===== config.mk =====
export PLATFORM = sky130hd
export DESIGN_NAME = demux_1to8_stream
export DESIGN_NICKNAME = d
export VERILOG_FILES = /design/src/rtl/demux_1to8_stream_pkg.sv /design/src/rtl/demux_1to8_stream_chan_slot.sv /design/src/rtl/demux_1to8_stream.sv
export SDC_FILE = /design/constraint.sdc
export NUM_CORES = 1
export LEC_CHECK = 0
export ABC_AREA = 0
export CAP_MARGIN = 20
export CORE_ASPECT_RATIO = 0.75
export CORE_MARGIN = 2
export CORE_UTILIZATION = 35
export DETAILED_ROUTE_END_ITERATION = 6
export SLEW_MARGIN = 10
export SYNTH_ARGS = -nofsm -noshare
export SYNTH_HDL_FRONTEND = slang
export SYNTH_HIERARCHICAL = 1
export SYNTH_SLANG_ARGS = --single-unit

===== constraint.sdc =====
create_clock -name clk -period 2.4 [get_ports clk]
set_input_delay 0.36 -clock clk [delete_from_list [all_inputs] [get_ports clk]]
set_output_delay 0.36 -clock clk [all_outputs]
set_load 0.01 [all_outputs]

===== src/rtl/demux_1to8_stream_pkg.sv =====
// Shared definitions for the 8-channel stream mux/demux pair: channel count,
// default widths, channel indices and the per-channel slot state encoding.
package demux_1to8_stream_pkg;

  localparam int NUM_CH     = 8;
  localparam int DEF_WIDTH  = 4;
  localparam int DEF_SWIDTH = 3;
  localparam int DEF_CWIDTH = 16;

  localparam int CH0 = 0;
  localparam int CH1 = 1;
  localparam int CH2 = 2;
  localparam int CH3 = 3;
  localparam int CH4 = 4;
  localparam int CH5 = 5;
  localparam int CH6 = 6;
  localparam int CH7 = 7;

  typedef enum logic {
    SLOT_EMPTY = 1'b0,
    SLOT_FULL  = 1'b1
  } slot_state_e;

endpackage


===== src/rtl/demux_1to8_stream_chan_slot.sv =====
// One-entry holding register for a single demux channel, with an EMPTY/FULL FSM
// that supports drain-and-refill in the same cycle.
module demux_chan_slot
  import demux_1to8_stream_pkg::*;
#(
  parameter int width = DEF_WIDTH
) (
  input  logic             clk,
  input  logic             rst,
  input  logic             load,
  input  logic [width-1:0] d,
  input  logic             ready,
  output logic [width-1:0] q,
  output logic             valid
);

  slot_state_e      state_q, state_d;
  logic [width-1:0] data_q, data_d;

  always_comb begin
    state_d = state_q;
    data_d  = data_q;
    unique case (state_q)
      SLOT_EMPTY: begin
        if (load) begin
          state_d = SLOT_FULL;
          data_d  = d;
        end
      end
      SLOT_FULL: begin
        // A load while FULL only happens when the consumer drains this cycle.
        if (load) begin
          data_d = d;
        end else if (ready) begin
          state_d = SLOT_EMPTY;
        end
      end
      default: state_d = SLOT_EMPTY;
    endcase
  end

  // NOTE: sequential state uses non-blocking assignments so every flop samples
  // pre-edge values; the data register is reset too because outputs must read 0.
  always_ff @(posedge clk) begin
    if (rst) begin
      state_q <= SLOT_EMPTY;
      data_q  <= '0;
    end else begin
      state_q <= state_d;
      data_q  <= data_d;
    end
  end

  assign q     = data_q;
  assign valid = (state_q == SLOT_FULL);

endmodule


===== src/rtl/demux_1to8_stream.sv =====
// Registered 1-to-8 stream demultiplexer: routes each accepted word to one of
// eight independently handshaken holding slots and counts accepted words.
module demux_1to8_stream
  import demux_1to8_stream_pkg::*;
#(
  parameter int width  = DEF_WIDTH,
  parameter int swidth = DEF_SWIDTH,
  parameter int cwidth = DEF_CWIDTH
) (
  input  logic              clk,
  input  logic              rst,
  input  logic [width-1:0]  in_data,
  input  logic [swidth-1:0] in_sel,
  input  logic              in_valid,
  output logic              in_ready,
  output logic [width-1:0]  o0,
  output logic [width-1:0]  o1,
  output logic [width-1:0]  o2,
  output logic [width-1:0]  o3,
  output logic [width-1:0]  o4,
  output logic [width-1:0]  o5,
  output logic [width-1:0]  o6,
  output logic [width-1:0]  o7,
  output logic [NUM_CH-1:0] o_valid,
  input  logic [NUM_CH-1:0] o_ready,
  output logic [cwidth-1:0] xfer_cnt
);

  if (swidth != 3) begin : g_bad_swidth
    $error("demux_1to8_stream: swidth must be 3");
  end

  logic [NUM_CH-1:0] load;
  logic              accept;
  logic [cwidth-1:0] xfer_cnt_q, xfer_cnt_d;
  logic [width-1:0]  slot_data [NUM_CH];

  // Timing path: in_ready is combinational from in_sel and o_ready, so a
  // downstream ready ripples straight to the upstream handshake in one cycle.
  assign in_ready = ~rst & (~o_valid[in_sel] | o_ready[in_sel]);
  assign accept   = in_valid & in_ready;

  always_comb begin
    load       = '0;
    xfer_cnt_d = xfer_cnt_q;
    for (int k = 0; k < NUM_CH; k++) begin
      load[k] = accept && (in_sel == swidth'(k));
    end
    if (accept) begin
      xfer_cnt_d = xfer_cnt_q + 1'b1;
    end
  end

  always_ff @(posedge clk) begin
    if (rst) begin
      xfer_cnt_q <= '0;
    end else begin
      xfer_cnt_q <= xfer_cnt_d;
    end
  end

  for (genvar k = 0; k < NUM_CH; k++) begin : g_slot
    demux_chan_slot #(.width(width)) u_slot (
      .clk   (clk),
      .rst   (rst),
      .load  (load[k]),
      .d     (in_data),
      .ready (o_ready[k]),
      .q     (slot_data[k]),
      .valid (o_valid[k])
    );
  end

  assign o0       = slot_data[CH0];
  assign o1       = slot_data[CH1];
  assign o2       = slot_data[CH2];
  assign o3       = slot_data[CH3];
  assign o4       = slot_data[CH4];
  assign o5       = slot_data[CH5];
  assign o6       = slot_data[CH6];
  assign o7       = slot_data[CH7];
  assign xfer_cnt = xfer_cnt_q;

endmodule


Yosys cells after proc, flatten, opt, wreduce, memory -nomap -nowiden. Index checks and enable logic that the tools add are counted.

Reductions and logical operators: 9. Mux-type cells: 44. $add $sub $neg: 1. Shift operators: 0. Div/mod/pow operators: 0. Eq/ne operators: 7. Order comparisons: 1. Bitwise logic cells: 13. $mul: 0.

Operators by type and width (count): two-way mux 4 bit (8); two-way mux 1 bit (26); adder 16 x 1 -> 16 bit (second input constant) (1); case mux 1 bit (2 select lines) (8); equality test 3 bit (second input constant) (4); inverter 1 bit (10); logical AND 1 bit (8); binary-select mux 1 bit (select 3 bit) (2); equality test 3 x 2 -> 1 bit (second input constant) (2); < comparator 3 x 4 -> 1 bit (second input constant) (1); equality test 3 x 1 -> 1 bit (second input constant) (1); zero test 3 bit (1); AND 1 bit (2); OR 1 bit (1).

Bits in registers: 56. Memory bits (writable): 0. Input port bits: 18. Memory bits (read-only): 0. Latch bits: 0. Word-level logic and storage cells: 92. Memories kept: 0.

Depth between registers and ports, before layout. Gate-level depths: netlist of the first run.

Depth in word-level cells: 9. Mapped depth: 9. Depth with buffers taken out: 7.

Modules after synthesis. The synthesis of the first run kept the hierarchy.

Modules (own cells, without submodules): demux_chan_slot (area each 181.4 um^2, instances 8, sequential area each 100.1 um^2, cells each 17); demux_1to8_stream (area each 1041.0 um^2, instances 1, sequential area each 320.3 um^2, cells each 122).

Worst setup path before layout of the first run. No wires, ideal clock.

Path type: input to register. From: input port in_sel[1]. To: register g_slot[2].u_slot.data_q[0]. Data arrival time: 2.037 ns. Library setup time: 0.114 ns. Path slack: 0.248 ns. Cell stages on the path: 9. Path buffers: 2. Required time: 2.286 ns. Path through: buf_6 mux2_4 a2bb2oi_4 o22ai_4 or4b_4 nor3_1 buf_6 mux2i_1 nor2_1.

Word-level cells in the longest chain between the ends: 7. Elaborated cells between the ends (all ways): 10. Those cells by class: 1 x eq/ne; 4 x mux; 4 x bitwise; 1 x reduce/logical.

Ends and longest elaborated chain: start, declared (line demux_1to8_stream.sv:13) `input logic [swidth-1:0] in_sel,`; binary-select mux 1 bit (select 3 bit) (line demux_1to8_stream.sv:40) `assign in_ready = ~rst & (~o_valid[in_sel] | o_ready[in_sel]);`; two-way mux 1 bit (implied by the code) (line demux_1to8_stream.sv:40); inverter 1 bit (line demux_1to8_stream.sv:40); OR 1 bit (line demux_1to8_stream.sv:40); AND 1 bit (line demux_1to8_stream.sv:40); AND 1 bit (line demux_1to8_stream.sv:41) `assign accept = in_valid & in_ready;`; logical AND 1 bit (*) (line demux_1to8_stream.sv:47) `load[k] = accept && (in_sel == swidth'(k));`; net load[2] (line demux_1to8_stream.sv:33) `logic [NUM_CH-1:0] load;`; end signal, assigned (line demux_1to8_stream_chan_slot.sv:50) `data_q <= data_d;`; end, declared (line demux_1to8_stream_chan_slot.sv:18) `logic [width-1:0] data_q, data_d;`.

Mark *: on every way through the listed nets, which the timed path passes. The rest lies on a longest branch. The select of a mux whose other input is x is not followed. A chain may end at the register's enable or synchronous reset.

Final worst setup path of the first run.
From: input port in_sel[2]. To: register g_slot[2].u_slot.data_q[1].

The elaborated chain is that of the path after synthesis.

==> results of run 1 <==
layer usage:
layer / vias up / global-route usage [%] / wire length (um)
li1: 1094 / - / -
met1: 1015 / 26.0 / 3450
met2: 38 / 23.8 / 2750
met3: 2 / 3.83 / 179
met4: 0 / 3.65 / 38
met5: - / 0 / 0
power by group:
group | internal, mW | switching [mW]
Clock | 0.242 | 0.320
Sequential | 0.941 | 0.00967
Combinational | 0.111 | 0.0923
metrics by stage:
stage,worst slack [ns],instance area [um^2],instances,power [mW]
final,0.107,3580,451,1.72
after global placement,-0.420,3440,442,1.17
after detailed placement,-0.415,3440,442,1.17
after global routing,0.0160,3580,451,1.80
after floorplan,0.248,2490,258,1.06
after CTS,0.0174,3570,451,1.74
final cells by class:
| class | count | area (um^2) | area share, % |
|---|---|---|---|
| clock buffer | 6 | 82.6 | 2.31 |
| clock inverter | 2 | 17.5 | 0.490 |
| inverter | 10 | 37.5 | 1.05 |
| multi-input combinational | 177 | 1200 | 33.7 |
| sequential | 56 | 1120 | 31.3 |
| tap | 98 | 123 | 3.43 |
| timing repair buffer | 102 | 992 | 27.7 |
state kept, by name, indices dropped and copies added, names as in the netlist:
name and flops:
g_slot.u_slot/q 32, g_slot.u_slot/valid 8, xfer_cnt 16
cells by family (layout without fill, tap and decap cells):
group / Yosys count / count (layout)
AO/OA/AOI/OAI: 40 / 40
XOR/XNOR: 1 / 1
adder cells (fa/ha/maj): 1 / 1
buffers and inverters: 25 / 120
flip-flops: 56 / 56
multiplexers: 43 / 43
AND/OR/NAND/NOR: 92 / 92
cells in the final DEF (no fill, tap or decap), drive strengths merged, types with 2 or more instances in the layout:
cell type,instances
nand3,4
inv,12
nand2b,10
or3,6
o31ai,7
nand4,5
a21oi,22
clkbuf,7
mux2,6
mux2i,37
nor3,2
or4,8
clkdlybuf4s50,70
dfxtp,56
nand2,8
o21ai,6
nor2,45
buf,28
repair_timing:
action / 4_1_cts / 5_1_grt
pin swaps: 1 / 0
gates resized for setup: 3 / 4
cloned: 1 / 0
setup endpoints to repair: 24 / 15
worst max path at each step:
stage	to	slack (ns)	startpoint	cells after the start
global route	g_slot[2].u_slot/q[1]	0.02	in_sel[2]	9
floorplan	g_slot[2].u_slot/q[0]	0.25	in_sel[1]	9
finish	g_slot[2].u_slot/q[1]	0.11	in_sel[2]	10
global placement	g_slot[2].u_slot/q[3]	-0.42	in_sel[1]	10
CTS	g_slot[2].u_slot/q[1]	0.02	in_sel[0]	9
detailed placement	g_slot[2].u_slot/q[1]	-0.42	in_sel[1]	10
worst register-to-register path: cells and delay by family, from the launching register on:
| kind | cells | cell delay [ns] |
|---|---|---|
| multiplexers | 3 | 0.63 |
| buffers and inverters | 1 | 0.19 |
| AND/OR/NAND/NOR | 3 | 0.76 |
| flip-flops | 1 | 0.34 |
| AO/OA/AOI/OAI | 1 | 0.08 |
==> results.sh, run 1 <==
export IMPL_status="completed"
export IMPL_remaining_drc_errors=0
export IMPL_p_leak_nw=1.23
export IMPL_cap_violations=0
export IMPL_clock_latency_ns=0.31
export IMPL_fp_dieW_um=101
export IMPL_tns_ns=0
export IMPL_clockBufferDepth=2
export IMPL_synth_top_area_share_pct=45.0
export IMPL_ant_nets=0
export IMPL_wl_um=6410
export IMPL_netlist_top_cells_count="dfxtp_1, nor2_1, mux2i_1"
export IMPL_rr_worst_depth=8
export IMPL_cts_setup_buffers=0
export IMPL_timing_rr_start="g_slot[6].u_slot/valid"
export IMPL_hold_start="xfer_cnt[1]"
export IMPL_async_flop_share_pct=0
export IMPL_rows=26
export IMPL_worstHoldPathCells=2
export IMPL_power_density_mw_per_mm2=480
export IMPL_finalSetupViolations=0
export IMPL_cts_hold_buf=0
export IMPL_yosysSeqAreaShare_pct=45.0
export IMPL_cp_start_kind="input pin"
export IMPL_yosysWarnings=6
export IMPL_initial_utilization_pct=36.3
export IMPL_path_clk_slew_ns=0.10
export IMPL_yosys_top_cells_area="dfxtp_1, mux2i_1, nor2_1"
export IMPL_synth_top_family_by_area="simple AND/OR/NAND/NOR gates"
export IMPL_numCtsBuffers=5
export IMPL_grt_overflow=0
export IMPL_dr_pass1_iters=4
export IMPL_syn_area_mm2=0.00249
export IMPL_n_antenna_cell=0
export IMPL_fmax_mhz=436
export IMPL_min_to="xfer_cnt[1]"
export IMPL_nets=371
export IMPL_synth_compound_area_share_pct=11.0
export IMPL_worst_pin_slew_ns=0.589
export IMPL_synthFlopType="dfxtp_1"
export IMPL_crit_fanout=5
export IMPL_r2r_end="g_slot[2].u_slot/q[1]"
export IMPL_cp_slowest_stage_delay_ns=0.53
export IMPL_hpwl_um=4640
export IMPL_path_common_cell="buf_4"
export IMPL_min_path_type="reg2reg"
export IMPL_period_share_pct=95.6
export IMPL_cts_htree_levels=2
export IMPL_cts_root_buf="clkbuf_8"
export IMPL_synth_fa_ha_area_share_pct=0.502
export IMPL_synth_most_common_cell="dfxtp_1"
export IMPL_slew_violations=0
export IMPL_routedWlPerCell_um=14.2
export IMPL_synthesis_instances=258
export IMPL_ys_ff_latch=56
export IMPL_synthSimpleGateAreaFrac_pct=18.3
export IMPL_avgSynthCellArea_um2=9.66
export IMPL_drt_initial_drc_count=78
export IMPL_ys_types=30
export IMPL_num_vias=2149
export IMPL_grt_max_degree=58
export IMPL_crit_family="simple AND/OR/NAND/NOR gates"
export IMPL_rsz0062_at_grt="no"
export IMPL_slew_headroom_pct=60.7
export IMPL_finClkSkew_ns=0.00998
export IMPL_r2r_slack_ns=0.30
export IMPL_worst_ep_required_time_ns=2.59
export IMPL_synth_edf_count=0
export IMPL_die_h_um=77.1
export IMPL_portBuffers=74
export IMPL_arrival_ns=2.48
export IMPL_syn2layout_area_growth_pct=43.6
export IMPL_cts_sinks=56
export IMPL_core_mm2=0.00686
export IMPL_worstSetupPathType="in2reg"
export IMPL_hold_violations=0
export IMPL_grt_pass1_vias=2029
export IMPL_timing_critical_path_slowest_stage_cell="or4b_4"
export IMPL_synth_mux_area_share_pct=17.7
export IMPL_grt_util_all_layers_pct=16.9
export IMPL_io_pins=75
export IMPL_tritoncts="done"
export IMPL_n_fill_cell=655
export IMPL_crit_chain="clkdlybuf4s50_1 > buf_4 > nand2b_1 > o22a_2 > o22ai_4 > or4b_4 > nor3_1 > buf_4 > mux2i_1 > nor2_1"
export IMPL_syn_nets=277
export IMPL_drive_above_1_share_pct=14.7
export IMPL_grt_pass1_wl_um=10500
export IMPL_worst_path_buf_inv=3
export IMPL_final_util_pct=52.1
export IMPL_via_per_inst=4.76
export IMPL_dieArea_mm2=0.00782
export IMPL_place_gp_congestion=0.758
export IMPL_period_minus_slack_ns=2.29
export IMPL_peakVddDrop_uv=341
export IMPL_hold_ws_ns=0.496
export IMPL_synth_xor_area_share_pct=0.351
export IMPL_antenna_found_initial=0
export IMPL_setup_worst_path_end_class="flop"
export IMPL_yosys_area_top_type="dfxtp_1"
No activity file was read; power rests on OpenSTA's default activity.
==> run 2, diff against run 1 <==
- CORE_UTILIZATION: 35 -> 47
- PLACE_DENSITY: not set -> 0.8
==> run 2 against run 1 <==
Critical path depth shrank 3. Clock power increased by 25%. Die area fell by 24%. Total power is 7.9% higher. Non-clock buffer count up 1. Maximum frequency down 1.5%. Sequential power barely moved. Hold slack worse by 0.0070 ns. Worst setup slack got worse by 0.034 ns. Register-to-register slack better by 0.11 ns. Largest power group unchanged. Highest routed layer unchanged.
==> results.sh, run 2 (synthesized netlist as in run 1, its figures left out) <==
export IMPL_cts_sinks=56
export IMPL_top_layer_used="met4"
export IMPL_power_mw=1.85
export IMPL_path_clk_slew_ns=0.09
export IMPL_grt_util_all_layers_pct=21.7
export IMPL_min_path_type="reg2reg"
export IMPL_period_share_pct=97.0
export IMPL_p_sw_uw=391
export IMPL_grt_pass1_wl_um=9760
export IMPL_grt_overflow=0
export IMPL_hold_violations=0
export IMPL_seq_power_share_pct=51.3
export IMPL_crit_path_start="in_sel[1]"
export IMPL_swShare_pct=21.1
export IMPL_crit_fanout=5
export IMPL_finClkSkew_ns=0.00562
export IMPL_finalNonFillerCells=425
export IMPL_rows=22
export IMPL_multi_input_area_mm2=0.00120
export IMPL_tritoncts="done"
export IMPL_worstHoldPathCells=2
export IMPL_arrival_ns=1.97
export IMPL_power_density_mw_per_mm2=519
export IMPL_cp_depth=7
export IMPL_worstSetupPathType="in2out"
export IMPL_cp_slowest_stage_delay_ns=0.33
export IMPL_place_gp_congestion=0.859
export IMPL_antenna_found_initial=0
export IMPL_timing_rr_start="g_slot[6].u_slot/valid"
export IMPL_status="completed"
export IMPL_via_per_inst=5.16
export IMPL_slew_violations=0
export IMPL_worst_pin_slew_ns=0.386
export IMPL_hpwl_um=4460
export IMPL_clockPowerShare_pct=37.9
export IMPL_tns_ns=0
export IMPL_n_antenna_cell=0
export IMPL_cts_root_buf="clkbuf_8"
export IMPL_p_leak_nw=1.24
export IMPL_drt_met1_wl_um=2900
export IMPL_remaining_drc_errors=0
export IMPL_rr_worst_depth=8
export IMPL_hold_start="xfer_cnt[15]"
export IMPL_cts_htree_levels=2
export IMPL_syn2layout_area_growth_pct=43.3
export IMPL_layout_common_cells="clkdlybuf4s50_1, dfxtp_1, nor2_1, mux2i_1, buf_4"
export IMPL_cap_violations=0
export IMPL_crit_family="buffers and inverters"
export IMPL_drt_initial_drc_count=108
export IMPL_combPwrFrac_pct=10.8
export IMPL_portBuffers=74
export IMPL_dr_pass1_iters=4
export IMPL_worst_ep_required_time_ns=2.04
export IMPL_p_int_mw=1.46
export IMPL_setup_worst_path_end_class="output port"
export IMPL_io_pins=75
export IMPL_n_fill_cell=386
export IMPL_largest_reg_flops=32
export IMPL_path_common_cell="dlygate4sd2_1"
export IMPL_timing_critical_path_slowest_stage_cell="mux2_2"
export IMPL_fmax_mhz=430
export IMPL_numCtsBuffers=5
export IMPL_r2r_end="g_slot[0].u_slot/q[3]"
export IMPL_routed_wl_met2_um=2750
export IMPL_dieArea_mm2=0.00591
export IMPL_grt_max_degree=32
export IMPL_rsz0062_at_grt="yes"
export IMPL_seqCellArea_mm2=0.00112
export IMPL_clock_latency_ns=0.30
export IMPL_num_vias=2192
export IMPL_clockBufferDepth=2
export IMPL_nets=372
export IMPL_period_minus_slack_ns=2.33
export IMPL_place_ws_ns=-0.394
export IMPL_slew_headroom_pct=74.2
export IMPL_ant_nets=0
export IMPL_dp_cells=417
export IMPL_grt_pass1_vias=2057
export IMPL_peakVddDrop_uv=414
export IMPL_core_mm2=0.00501
export IMPL_wl_um=6040
export IMPL_worst_path_buf_inv=3
export IMPL_routedWlPerCell_um=14.2
export IMPL_mostFrequentLayoutCell="clkdlybuf4s50_1"
export IMPL_r2r_slack_ns=0.41
export IMPL_fin_ws_ns=0.0722
export IMPL_wl_met3_um=285
export IMPL_min_to="xfer_cnt[15]"
export IMPL_finalSetupViolations=0
export IMPL_fp_dieW_um=88.1
export IMPL_crit_chain="dlygate4sd2_1 > bufbuf_16 > mux2_2 > o22a_2 > o22ai_4 > nor2_1 > dlygate4sd2_1"
export IMPL_initial_utilization_pct=49.8
export IMPL_drive_above_1_share_pct=14.7
export IMPL_cp_start_kind="input pin"
export IMPL_die_h_um=67.1
run 2: how the worst max path moves through the flow:
| stage | to | slack (ns) |
|---|---|---|
| floorplan | g_slot[2].u_slot/q[0] | 0.25 |
| global placement | g_slot[2].u_slot/q[1] | -0.27 |
| global route | in_ready | -0.01 |
| detailed placement | g_slot[0].u_slot/q[3] | -0.39 |
| finish | in_ready | 0.07 |
| CTS | in_ready | 0.02 |
run 2: metal layers:
metal	vias up	global-route usage [%]
met3	8	5.08
met1	1035	29.4
met2	54	33.3
met4	0	8.52
met5	-	0
li1	1095	-
run 2: worst min-delay path, stage by stage (launching register included):
cell	delay, ns
dfxtp_1	0.33
o31ai_1	0.06
a21oi_1	0.05
run 2: power groups by stage:
stage / sequential [mW] / combinational [mW] / clock (mW)
floorplan: 0.976 / 0.0814 / 0
global placement: 0.972 / 0.189 / 0
detailed placement: 0.972 / 0.193 / 0
CTS: 0.950 / 0.200 / 0.711
global route: 0.952 / 0.214 / 0.757
finish: 0.950 / 0.200 / 0.703
run 2: area by class of cell:
cell class,count,area share (%)
multi-input combinational,177,33.7
sequential,56,31.4
timing repair buffer,103,27.8
tap,72,2.52
clock buffer,5,1.93
clock inverter,2,1.68
inverter,10,1.05
run 2: repair_timing:
action / 4_1_cts / 5_1_grt
gates resized for setup: 3 / 2
hold buffers: 0 / 0
endpoints found under the setup margin: 9 / 6
endpoints found under the hold margin: 0 / 0
setup buffers: 0 / 0
pin swaps: 1 / 0
cloned: 1 / 0
run 2: stage by stage:
step	util (%)	hold WS [ns]	cell area [um^2]
3_5_place_dp	67.9	0.477	3400
2_1_floorplan	-	0.429	2490
3_3_place_gp	67.9	0.469	3400
5_1_grt	71.3	0.520	3570
4_1_cts	71.1	0.491	3560
6_report	71.3	0.489	3570
==> run 3, diff against run 2 <==
- CORE_UTILIZATION: 47 -> 45
- CTS_BUF_LIST: not set -> sky130_fd_sc_hd__clkbuf_8 sky130_fd_sc_hd__clkbuf_16
- PLACE_DENSITY: 0.8 -> 0.77
==> run 3 against run 2 <==
Hold slack got worse by 0.19 ns. Routed wire length is 1.6% lower. Via count decreased by 1.1%. Critical path depth increased by 2. Critical path type is now in2reg. Critical endpoint is now g_slot[2].u_slot/q[2]. Largest cell class unchanged.
==> results.sh, run 3 (synthesized netlist as in run 1, its figures left out) <==
export IMPL_seq_power_share_pct=56.0
export IMPL_grt_util_all_layers_pct=19.9
export IMPL_layout_common_cells="clkdlybuf4s50_1, dfxtp_1, nor2_1, mux2i_1, buf_4"
export IMPL_fmax_mhz=436
export IMPL_initial_utilization_pct=46.6
export IMPL_p_int_mw=1.28
export IMPL_hold_violations=0
export IMPL_drive_above_1_share_pct=14.0
export IMPL_io_pins=75
export IMPL_grt_overflow=0
export IMPL_rsz0062_at_grt="no"
export IMPL_top_layer_used="met4"
export IMPL_hpwl_um=4460
export IMPL_cap_violations=0
export IMPL_grt_pass1_wl_um=9670
export IMPL_place_gp_congestion=0.719
export IMPL_drt_met1_wl_um=2910
export IMPL_n_antenna_cell=0
export IMPL_tns_ns=0
export IMPL_swShare_pct=24.3
export IMPL_cp_slowest_stage_delay_ns=0.52
export IMPL_p_leak_nw=1.20
export IMPL_nets=369
export IMPL_setup_worst_path_end_class="flop"
export IMPL_remaining_drc_errors=0
export IMPL_tritoncts="done"
export IMPL_path_clk_slew_ns=0.10
export IMPL_timing_critical_path_slowest_stage_cell="clkdlybuf4s50_1"
export IMPL_peakVddDrop_uv=353
export IMPL_cts_sinks=56
export IMPL_combPwrFrac_pct=11.1
export IMPL_num_vias=2168
export IMPL_grt_pass1_vias=1977
export IMPL_core_mm2=0.00535
export IMPL_wl_um=5940
export IMPL_arrival_ns=2.48
export IMPL_numCtsBuffers=5
export IMPL_clockPowerShare_pct=32.8
export IMPL_mostFrequentLayoutCell="clkdlybuf4s50_1"
export IMPL_fp_dieW_um=89.9
export IMPL_portBuffers=74
export IMPL_worst_ep_required_time_ns=2.59
export IMPL_cp_start_kind="input pin"
export IMPL_hold_ws_ns=0.295
export IMPL_slew_headroom_pct=62.7
export IMPL_power_density_mw_per_mm2=486
export IMPL_grt_max_degree=56
export IMPL_finClkSkew_ns=0.00971
export IMPL_worst_pin_slew_ns=0.559
export IMPL_min_path_type="in2reg"
export IMPL_largest_reg_flops=32
export IMPL_rows=23
export IMPL_worstSetupPathType="in2reg"
export IMPL_status="completed"
export IMPL_antenna_found_initial=0
export IMPL_crit_chain="clkdlybuf4s50_1 > nand2b_1 > a2bb2oi_4 > o22ai_4 > or4b_4 > nor3_1 > buf_4 > mux2i_1 > nor2_1"
export IMPL_finalSetupViolations=0
export IMPL_via_per_inst=5.09
export IMPL_slew_violations=0
export IMPL_ant_nets=0
export IMPL_drt_initial_drc_count=106
export IMPL_cts_root_buf="clkbuf_8"
export IMPL_clockBufferDepth=2
export IMPL_cts_setup_buffers=0
export IMPL_cts_htree_levels=2
export IMPL_dr_pass1_iters=4
export IMPL_period_minus_slack_ns=2.30
export IMPL_clock_latency_ns=0.31
export IMPL_crit_fanout=5
export IMPL_routed_wl_met2_um=2730
export IMPL_period_share_pct=95.7
export IMPL_die_h_um=68.5
export IMPL_p_sw_uw=413
export IMPL_dieArea_mm2=0.00616
export IMPL_routedWlPerCell_um=13.9
export IMPL_wl_met3_um=233
export IMPL_syn2layout_area_growth_pct=40.2
## run 3: changes by cell type in the layout (fill, tap and decap cells not counted), sizes merged
cell | before | now
buf | 29 | 27
bufinv | 2 | 0
inv | 10 | 12
bufbuf | 1 | 0
clkbuf | 5 | 6
## run 3: worst paths after layout
check	slack (ns)	from	cells past startpoint	to
min	0.30	rst	2	g_slot[4].u_slot/valid
min reg2reg	0.50	g_slot[6].u_slot/valid	2	g_slot[6].u_slot/valid
max	0.10	in_sel[2]	9	g_slot[2].u_slot/q[2]
max reg2reg	0.36	g_slot[5].u_slot/valid	8	g_slot[2].u_slot/q[2]
## run 3: critical path, delay by kind of cell
family,cells,cell delay (ns)
muxes,1,0.21
buffers and inverters,2,0.71
AOI/OAI and AO/OA,2,0.29
and+or+nand+nor,4,0.91
## run 3: power by group through the flow
stage          registers (mW)  clock network, mW  logic [mW]
6_report                0.951              0.558       0.189
5_1_grt                 0.952              0.611       0.205
4_1_cts                 0.951              0.571       0.190
3_5_place_dp            0.972                  0       0.190
3_3_place_gp            0.972                  0       0.186
2_1_floorplan           0.976                  0      0.0814
## run 3: through the flow
stage | utilization, % | setup slack (ns) | instance area (um^2) | instances | power [mW]
after CTS | 65.1 | 0.0306 | 3490 | 426 | 1.71
after detailed placement | 63.3 | -0.362 | 3390 | 418 | 1.16
after global routing | 65.3 | 0.0121 | 3490 | 426 | 1.77
after floorplan | - | 0.248 | 2490 | 258 | 1.06
after global placement | 63.3 | -0.295 | 3390 | 418 | 1.16
final | 65.3 | 0.104 | 3490 | 426 | 1.70
## run 3: final cells by class
cell class / instances / area, um^2
fill: 443 / 1860
multi-input combinational: 177 / 1200
sequential: 56 / 1120
timing repair buffer: 100 / 943
tap: 75 / 93.8
clock buffer: 6 / 82.6
inverter: 10 / 37.5
clock inverter: 2 / 17.5
## run 3: layer usage
layer / global-route usage, % / vias to the layer above
li1: - / 1091
met1: 26.7 / 1018
met2: 32.4 / 53
met3: 4.19 / 6
met4: 7.12 / 0
met5: 0 / -
## run 3: what timing repair did
item                       in CTS  in global routing
pin swaps                       1                  0
gates resized for setup         2                  2
hold buffers                    0                  0
setup endpoints to repair       9                  5
cloned                          0                  0
